### config.mk
export PLATFORM = sky130hd
export DESIGN_NAME = frv_fetch_redirect
export DESIGN_NICKNAME = d
export VERILOG_FILES = /design/src/rtl/frv_fetch_redirect.sv
export SDC_FILE = /design/constraint.sdc
export NUM_CORES = 1
export LEC_CHECK = 0
export BUFFER_PORTS_ARGS = -buffer_cell sky130_fd_sc_hd__clkbuf_2
export CAP_MARGIN = 10
export CELL_PAD_IN_SITES_DETAIL_PLACEMENT = 2
export CELL_PAD_IN_SITES_GLOBAL_PLACEMENT = 2
export CORE_MARGIN = 2
export CORE_UTILIZATION = 48
export DETAILED_ROUTE_END_ITERATION = 6
export GPL_ROUTABILITY_DRIVEN = 0
export PLACE_DENSITY = 0.93
export REMOVE_ABC_BUFFERS = 1
export SLEW_MARGIN = 40
export SYNTH_ARGS = -nofsm -noshare
export SYNTH_HDL_FRONTEND = slang
export SYNTH_SLANG_ARGS = --single-unit
### constraint.sdc
create_clock -name g_clk -period 11.7 [get_ports g_clk]
set_input_delay 2.34 -clock g_clk [delete_from_list [all_inputs] [get_ports g_clk]]
set_output_delay 2.34 -clock g_clk [all_outputs]
set_load 0.01 [all_outputs]
### src/rtl/frv_fetch_redirect.sv
// Fetch front end: owns the fetch PC, issues word fetches, buffers responses in order
// towards decode, and restarts at a writeback-requested target once the redirect is acked.
module frv_fetch_redirect #(
    parameter logic [31:0] PC_RESET = 32'h8000_0000,
    parameter int unsigned DEPTH    = 4
) (
    input  logic        g_clk,
    input  logic        g_resetn,
    input  logic        cf_req,
    input  logic [31:0] cf_target,
    output logic        cf_ack,
    output logic        imem_req,
    output logic [31:0] imem_addr,
    input  logic        imem_gnt,
    input  logic        imem_recv,
    input  logic [31:0] imem_rdata,
    input  logic        imem_error,
    output logic        f_valid,
    input  logic        f_ready,
    output logic [31:0] f_data,
    output logic [31:0] f_pc,
    output logic        f_error,
    output logic        flush
);
    localparam int unsigned AW = $clog2(DEPTH);
    localparam int unsigned CW = AW + 1;
    localparam int unsigned SW = CW + 1;
    localparam logic [SW-1:0] CAP = SW'(DEPTH);

    typedef enum logic {BOOT, RUN} state_t;

    typedef struct packed {
        logic [31:0] data;
        logic [31:0] pc;
        logic        err;
    } fetch_word_t;

    state_t        state_q, state_d;
    logic [31:0]   pc_q;
    logic [CW-1:0] outstanding_q, outstanding_d, discard_q;
    logic          req_pending_q, flush_q;
    logic [31:0]   tag_mem [DEPTH];
    logic [AW-1:0] tag_wr_q, tag_rd_q;
    fetch_word_t   fifo_mem [DEPTH];
    logic [CW-1:0] fifo_wr_q, fifo_rd_q, fifo_count;
    logic          run, credit, grant, fifo_push, fifo_pop;
    fetch_word_t   head;

    // NOTE: every always_comb output gets a default first so no path can infer a latch.
    always_comb begin
        state_d = state_q;
        case (state_q)
            BOOT: state_d = RUN;
            RUN:  state_d = RUN;
        endcase
    end

    always_comb begin
        run        = (state_q == RUN);
        fifo_count = fifo_wr_q - fifo_rd_q;
        credit     = ({1'b0, outstanding_q} + {1'b0, fifo_count}) < CAP;
        // A pending request is never withdrawn; a fresh one yields to a redirect.
        imem_req   = req_pending_q || (run && credit && !cf_req);
        cf_ack     = run && cf_req && !(req_pending_q && !imem_gnt);
        grant      = imem_req && imem_gnt;
        f_valid    = (fifo_count != '0);
        fifo_pop   = f_valid && f_ready && !cf_ack;
        fifo_push  = imem_recv && (discard_q == '0) && !cf_ack;
        outstanding_d = outstanding_q + CW'(grant) - CW'(imem_recv);
    end

    assign imem_addr = pc_q;
    assign head      = fifo_mem[fifo_rd_q[AW-1:0]];
    assign f_data    = head.data;
    assign f_pc      = head.pc;
    assign f_error   = head.err;
    assign flush     = flush_q;

    // NOTE: sequential state uses non-blocking assignments so every register samples pre-edge values.
    always_ff @(posedge g_clk) begin
        if (!g_resetn) begin
            state_q       <= BOOT;
            pc_q          <= PC_RESET;
            outstanding_q <= '0;
            discard_q     <= '0;
            req_pending_q <= 1'b0;
            flush_q       <= 1'b0;
            tag_wr_q      <= '0;
            tag_rd_q      <= '0;
            fifo_wr_q     <= '0;
            fifo_rd_q     <= '0;
        end else begin
            state_q       <= state_d;
            outstanding_q <= outstanding_d;
            req_pending_q <= imem_req && !imem_gnt;
            flush_q       <= cf_ack;
            if (grant)
                tag_wr_q <= tag_wr_q + AW'(1);
            if (imem_recv)
                tag_rd_q <= tag_rd_q + AW'(1);
            if (cf_ack) begin
                // Everything granted up to and including this cycle is now stale.
                pc_q      <= cf_target & ~32'd3;
                discard_q <= outstanding_d;
                fifo_wr_q <= '0;
                fifo_rd_q <= '0;
            end else begin
                if (grant)
                    pc_q <= pc_q + 32'd4;
                if (imem_recv && discard_q != '0)
                    discard_q <= discard_q - CW'(1);
                if (fifo_push)
                    fifo_wr_q <= fifo_wr_q + CW'(1);
                if (fifo_pop)
                    fifo_rd_q <= fifo_rd_q + CW'(1);
            end
        end
    end

    // NOTE: storage arrays are not reset; the pointers alone decide which entries are live.
    always_ff @(posedge g_clk) begin
        if (grant)
            tag_mem[tag_wr_q] <= pc_q;
        if (fifo_push)
            fifo_mem[fifo_wr_q[AW-1:0]] <= '{data: imem_rdata, pc: tag_mem[tag_rd_q], err: imem_error};
    end

    always_ff @(posedge g_clk) begin
        if (g_resetn)
            orphan_recv: assert (!(imem_recv && outstanding_q == '0));
    end
endmodule

==> results.sh, run 1 <==
export IMPL_cp_max_fo=20
export IMPL_postCtsHoldBufs=0
export IMPL_syn_inst=824
export IMPL_track_usage=0.291
export IMPL_synth_top_area_frac=0.687
export IMPL_maxSlewHeadroom=0.463
export IMPL_h_tree_depth=2
export IMPL_synthFlopType="edfxtp_1"
export IMPL_dieArea_um2=35400
export IMPL_overflow=0
export IMPL_slowest_delay_ns=0.45
export IMPL_clk_pin_slew_ns=0.07
export IMPL_p_clk_frac=0.353
export IMPL_diodes=0
export IMPL_switching_power_mw=1.06
export IMPL_die_y_um=188
export IMPL_hold_path_class="reg -> reg"
export IMPL_syn2layout_area_growth_pct=17.1
export IMPL_cp_common_cell="inv_1"
export IMPL_comb_power_share=0.163
export IMPL_numCtsBuffers=44
export IMPL_post_route_util=0.569
export IMPL_coreArea_um2=33400
export IMPL_finalCritPeriodShare=0.527
export IMPL_cpMaxStageDelayCell="inv_2"
export IMPL_ios=172
export IMPL_critical_path_cell_chain="inv_1 > ha_1 > inv_1 > fa_1 > xor3_1 > inv_1 > ha_1 > nor3b_2 > a31oi_2 > inv_2 > clkbuf_2"
export IMPL_ys_types=49
export IMPL_fp_row_count=67
export IMPL_synth_top_area_cell="edfxtp_1"
export IMPL_min_period_ns=6.17
export IMPL_vdd_drop_max_uv=114
export IMPL_drt_total_wl_um=50400
export IMPL_r2r_setup_slack_ns=6.60
export IMPL_maxCapViolCount=0
export IMPL_cp_required_ns=9.36
export IMPL_initial_core_util=0.486
export IMPL_switching_share=0.276
export IMPL_synth_seq_cells=425
export IMPL_dp_cells=1415
export IMPL_cts_resized=0
export IMPL_ys_top_cells_by_area="edfxtp_1 (69%), mux4_2 (13%), dfxtp_1 (6.5%), ha_1 (1.3%), o21ai_0 (0.98%)"
export IMPL_post_cts_repair_setup_buffers=0
export IMPL_worstPathArrival_ns=3.83
export IMPL_detail_route_first_pass_iterations=5
export IMPL_cts_sinks=425
export IMPL_cp_top_family="buffers and inverters"
export IMPL_synth_area_um2=16300
export IMPL_power_mw=3.83
export IMPL_critPathKind="reg -> out"
export IMPL_drc=0
export IMPL_place_hpwl_um=30100
export IMPL_setup_viol=0
export IMPL_synthArstFlopShare=0
export IMPL_worst_clock_skew_ns=0.0434
export IMPL_status="completed"
export IMPL_crit_buf_inv=5
export IMPL_fmax_ghz=0.162
export IMPL_leakagePower_nw=6.39
export IMPL_final_cells=1496
export IMPL_worst_pin_slew_ns=0.799
export IMPL_synth_edf_count=372
export IMPL_cts_tree="yes"
export IMPL_insertion_delay_ns=0.58
export IMPL_power_density_nw_per_um2=201
export IMPL_finalHoldViolations=0
export IMPL_cp_end_kind="primary output"
export IMPL_seq_power_share=0.484
export IMPL_syn_area_per_cell_um2=19.7
export IMPL_intPower_mw=2.77
export IMPL_yosys_warnings=0
export IMPL_nets=1103
export IMPL_grt_max_degree=61
export IMPL_slew_violations=0
export IMPL_finalSetupTns_ns=0
export IMPL_ys_seq_area_frac=0.752
export IMPL_cts_buffer_depth=3
export IMPL_n_fill_cell=2794
export IMPL_drive_gt1_frac=0.333
export IMPL_cts_root_buf="clkbuf_16"
export IMPL_wl_per_cell_um=33.7
export IMPL_drtAntennaViolNets=0
export IMPL_vias=9066
export IMPL_io_buffers=165
export IMPL_rsz0062_at_grt="false"
export IMPL_antenna_found_initial=0
export IMPL_die_w_um=188
export IMPL_cp_start_kind="flop"
export IMPL_grt_pass1_wl_um=73800
export IMPL_drtIter0Drc=805
export IMPL_grt_pass1_vias=9971
export IMPL_via_per_inst=6.06
registers in the layout (all words and copies together) (netlist names), named ones only:
signal and cells:
fifo_mem 252, tag_mem 120, imem_addr 30, discard_q 3, fifo_rd_q 3, fifo_wr_q 3
outstanding_q 3, tag_rd_q 2, tag_wr_q 2, flush 1, req_pending_q 1, run 1
synthesized netlist by cell type (all sizes together) (2+ instances only):
| master | n |
|---|---|
| or4 | 3 |
| nand3 | 20 |
| nand3b | 3 |
| and3 | 9 |
| o211a | 2 |
| buf | 19 |
| and2 | 16 |
| mux4 | 93 |
| inv | 17 |
| clkbuf | 22 |
| or3 | 5 |
| dfxtp | 53 |
| and4 | 2 |
| o31ai | 2 |
| xnor2 | 17 |
| nor3 | 3 |
| edfxtp | 372 |
| mux2i | 2 |
| xor2 | 14 |
| nor4 | 7 |
| nand2 | 21 |
| a31oi | 8 |
| ha | 17 |
| nand2b | 2 |
| a21oi | 25 |
| nand4 | 12 |
| o21ai | 32 |
| nor2 | 11 |
| fa | 2 |
metal layers:
| layer | vias to the layer above | GRT usage | share of wire |
|---|---|---|---|
| li1 | 3710 | - | - |
| met1 | 4829 | 0.375 | 0.39 |
| met2 | 434 | 0.503 | 0.52 |
| met3 | 93 | 0.0496 | 0.061 |
| met4 | 0 | 0.0981 | 0.030 |
| met5 | - | 0 | 0 |
placed cells by master (no fill, tap or decap), types with 3 or more instances in the layout:
cell       instances
clkbuf_1           9
a31oi_1            7
edfxtp_1         372
nand3b_1           3
clkbuf_16         45
xnor2_1           17
conb_1             4
and3_1             8
clkinv_2          11
and2_4             4
buf_12             8
nor2_1            11
clkbuf_2         164
buf_4              7
a21oi_1           25
inv_1             16
xor2_1            14
mux4_2            93
o21ai_0           32
and2_1            12
or3_1              5
nor4_1             7
ha_1              17
nand3_1           18
nand4_1           12
clkinv_1          11
or4_1              3
dfxtp_1           50
nand2_1           21
layout make-up:
class                           count  area, um^2  share of cell area
Clock inverter                     26         151             0.00795
Tap cell                          448         561              0.0294
Clock buffer                       55        1170              0.0616
Sequential cell                   425       12200               0.643
Multi-Input combinational cell    344        3800               0.200
Inverter                           17        63.8             0.00335
Timing Repair Buffer              181        1050              0.0551
power by group through the flow:
stage	logic (mW)	clock network [mW]	registers [mW]
after global routing	0.668	1.42	1.86
final	0.625	1.35	1.85
after detailed placement	0.616	0	1.88
after floorplan	0.347	0	1.88
after CTS	0.633	1.37	1.86
after global placement	0.559	0	1.87
through the flow:
step / setup slack (ns) / area (um^2) / hold WS (ns)
after floorplan: 5.75 / 16100 / 0.467
after global placement: 5.85 / 17500 / 0.488
after detailed placement: 5.68 / 17700 / 0.555
after CTS: 5.57 / 19000 / 0.565
after global routing: 5.42 / 19000 / 0.583
final: 5.53 / 19000 / 0.572
worst min-delay path: stages, from the launching register on:
cell	delay, ns
dfxtp_1	0.35
nand2_1	0.08
a21oi_1	0.09
logic make-up (layout without fill, tap and decap cells):
group | Yosys count | count (layout) | synth area share
flip-flops | 425 | 425 | 0.752
AND/OR/NAND/NOR | 118 | 118 | 0.0414
multiplexers | 95 | 95 | 0.130
AO/OA/AOI/OAI | 76 | 76 | 0.0269
buffers and inverters | 58 | 279 | 0.0155
XOR/XNOR | 32 | 32 | 0.0182
adder cells (fa/ha/maj) | 19 | 19 | 0.0155
other | 1 | 4 | 0.000231
final timing paths:
| kind | start | end | cells past startpoint |
|---|---|---|---|
| setup / recovery | fifo_wr_q[0] | imem_req | 11 |
| hold / removal | fifo_rd_q[1] | flop | 2 |
| setup reg to reg | fifo_wr_q[0] | discard_q[2] | 18 |
| hold reg to reg | fifo_rd_q[1] | flop | 2 |
No activity file was read; power rests on OpenSTA's default activity.
==> run 2: changes to the inputs <==
- CORE_UTILIZATION: 48 -> 45
- PLACE_DENSITY: 0.93 -> 0.89
- clock period: 11.7 -> 5.97 ns (I/O delays scaled with it)
==> run 2 against run 1 <==
Design area up 0.39%. Sequential share of layout area fell by 0.25 points. Largest cell class unchanged. Clock skew shrank 0.024 ns. Sequential cell count stayed put. Die area rose by 6.5%. Clock power up 100%. Largest power group unchanged. First-iteration DRC count fell by 22%. Critical endpoint unchanged. Global-route usage decreased by 4.0 points. Highest routed layer unchanged. Non-clock buffer count increased by 1.
==> results.sh, run 2 (synthesis gave the netlist of run 1 again) <==
export IMPL_fmax_ghz=0.210
export IMPL_dieArea_um2=37700
export IMPL_hold_path_class="reg -> reg"
export IMPL_drc=0
export IMPL_drive_gt1_frac=0.337
export IMPL_slew_violations=0
export IMPL_worst_clock_skew_ns=0.0190
export IMPL_setup_viol=0
export IMPL_pre_cts_slack_ns=1.41
export IMPL_drt_total_wl_um=46700
export IMPL_min_period_ns=4.77
export IMPL_vdd_drop_max_uv=227
export IMPL_io_buffers=165
export IMPL_post_route_util=0.537
export IMPL_post_cts_repair_setup_buffers=0
export IMPL_final_area_um2=19100
export IMPL_r2r_end="discard_q[2]"
export IMPL_die_y_um=194
export IMPL_finalSetupTns_ns=0
export IMPL_ios=172
export IMPL_critPathKind="reg -> out"
export IMPL_nets=1104
export IMPL_place_hpwl_um=30300
export IMPL_overflow=0
export IMPL_dp_cells=1428
export IMPL_reg2reg_from="fifo_wr_q[0]"
export IMPL_fp_row_count=69
export IMPL_whs_ns=0.524
export IMPL_numCtsBuffers=44
export IMPL_cts_sinks=425
export IMPL_r2r_setup_slack_ns=1.23
export IMPL_initial_core_util=0.457
export IMPL_leakagePower_nw=6.43
export IMPL_cp_start_kind="flop"
export IMPL_drtAntennaViolNets=0
export IMPL_r2r_cells=18
export IMPL_h_tree_depth=2
export IMPL_coreArea_um2=35600
export IMPL_layout_commonest_cell="edfxtp_1"
export IMPL_cts_resized=0
export IMPL_clk_pin_slew_ns=0.06
export IMPL_grt_pass1_vias=9773
export IMPL_worstPathArrival_ns=3.58
export IMPL_wl_per_cell_um=31.0
export IMPL_vias=8860
export IMPL_drtIter0Drc=627
export IMPL_cts_root_buf="clkbuf_16"
export IMPL_power_density_nw_per_um2=395
export IMPL_cts_buffer_depth=3
export IMPL_hold_start="fifo_rd_q[1]"
export IMPL_status="completed"
export IMPL_cp_end_kind="primary output"
export IMPL_top_layer="met4"
export IMPL_diodes=0
export IMPL_hold_depth=2
export IMPL_via_per_inst=5.88
export IMPL_power_mw=7.55
export IMPL_cp_required_ns=4.78
export IMPL_finalHoldViolations=0
export IMPL_final_cell_mix="edfxtp_1 (372), clkbuf_2 (164), mux4_2 (93)"
export IMPL_fin_ws_ns=1.20
export IMPL_antenna_found_initial=2
export IMPL_worst_pin_slew_ns=0.769
export IMPL_detail_route_first_pass_iterations=5
export IMPL_rsz0062_at_grt="false"
export IMPL_die_w_um=194
export IMPL_dpl_cell_area_um2=17700
export IMPL_wl_met1_um=18700
export IMPL_largest_reg_flops=252
export IMPL_insertion_delay_ns=0.54
export IMPL_maxSlewHeadroom=0.487
export IMPL_wl_met3_um=2430
export IMPL_grt_max_degree=61
export IMPL_grt_pass1_wl_um=68900
export IMPL_finalCritPeriodShare=0.799
export IMPL_syn2layout_area_growth_pct=17.6
export IMPL_postCtsHoldBufs=0
export IMPL_final_cells=1508
export IMPL_cp_max_fo=20
export IMPL_cts_tree="yes"
export IMPL_maxCapViolCount=0
export IMPL_wl_met2_um=24100
export IMPL_track_usage=0.251
## run 2: layout make-up
| type | instances | area, um^2 |
|---|---|---|
| multi-input combinational | 344 | 3810 |
| clock inverter | 14 | 120 |
| timing repair buffer | 182 | 1020 |
| clock buffer | 65 | 1290 |
| tap | 461 | 577 |
| inverter | 17 | 63.8 |
| fill | 3129 | 16500 |
| sequential | 425 | 12200 |
## run 2: worst max-delay path: stages, from the launching register on
cell	delay, ns
dfxtp_1	0.33
inv_1	0.18
ha_1	0.18
inv_1	0.06
fa_1	0.36
xor3_1	0.40
inv_1	0.05
ha_1	0.30
nor3b_2	0.22
a31oi_2	0.30
inv_2	0.44
clkbuf_2	0.21
## run 2: how the worst max path moves through the flow
stage                  from           end  slack [ns]  depth (start not counted)
6_report       fifo_wr_q[0]      imem_req        1.20                         11
5_1_grt        fifo_wr_q[0]  discard_q[2]        1.04                         18
4_1_cts        fifo_wr_q[0]      imem_req        1.25                         11
3_5_place_dp   fifo_wr_q[0]  discard_q[2]        1.41                         18
3_3_place_gp   fifo_wr_q[0]  discard_q[2]        1.59                         18
2_1_floorplan          flop     f_data[0]        1.40                          1
## run 2: where the power goes
| group | internal, mW | switching (mW) |
|---|---|---|
| Sequential | 3.46 | 0.160 |
| Clock | 1.59 | 1.13 |
| Combinational | 0.534 | 0.673 |
| Total | 5.58 | 1.97 |
## run 2: layer usage
metal,up-vias,track usage
met1,4697,0.326
met4,0,0.0769
met2,359,0.440
met5,-,0
met3,99,0.0343
li1,3705,-
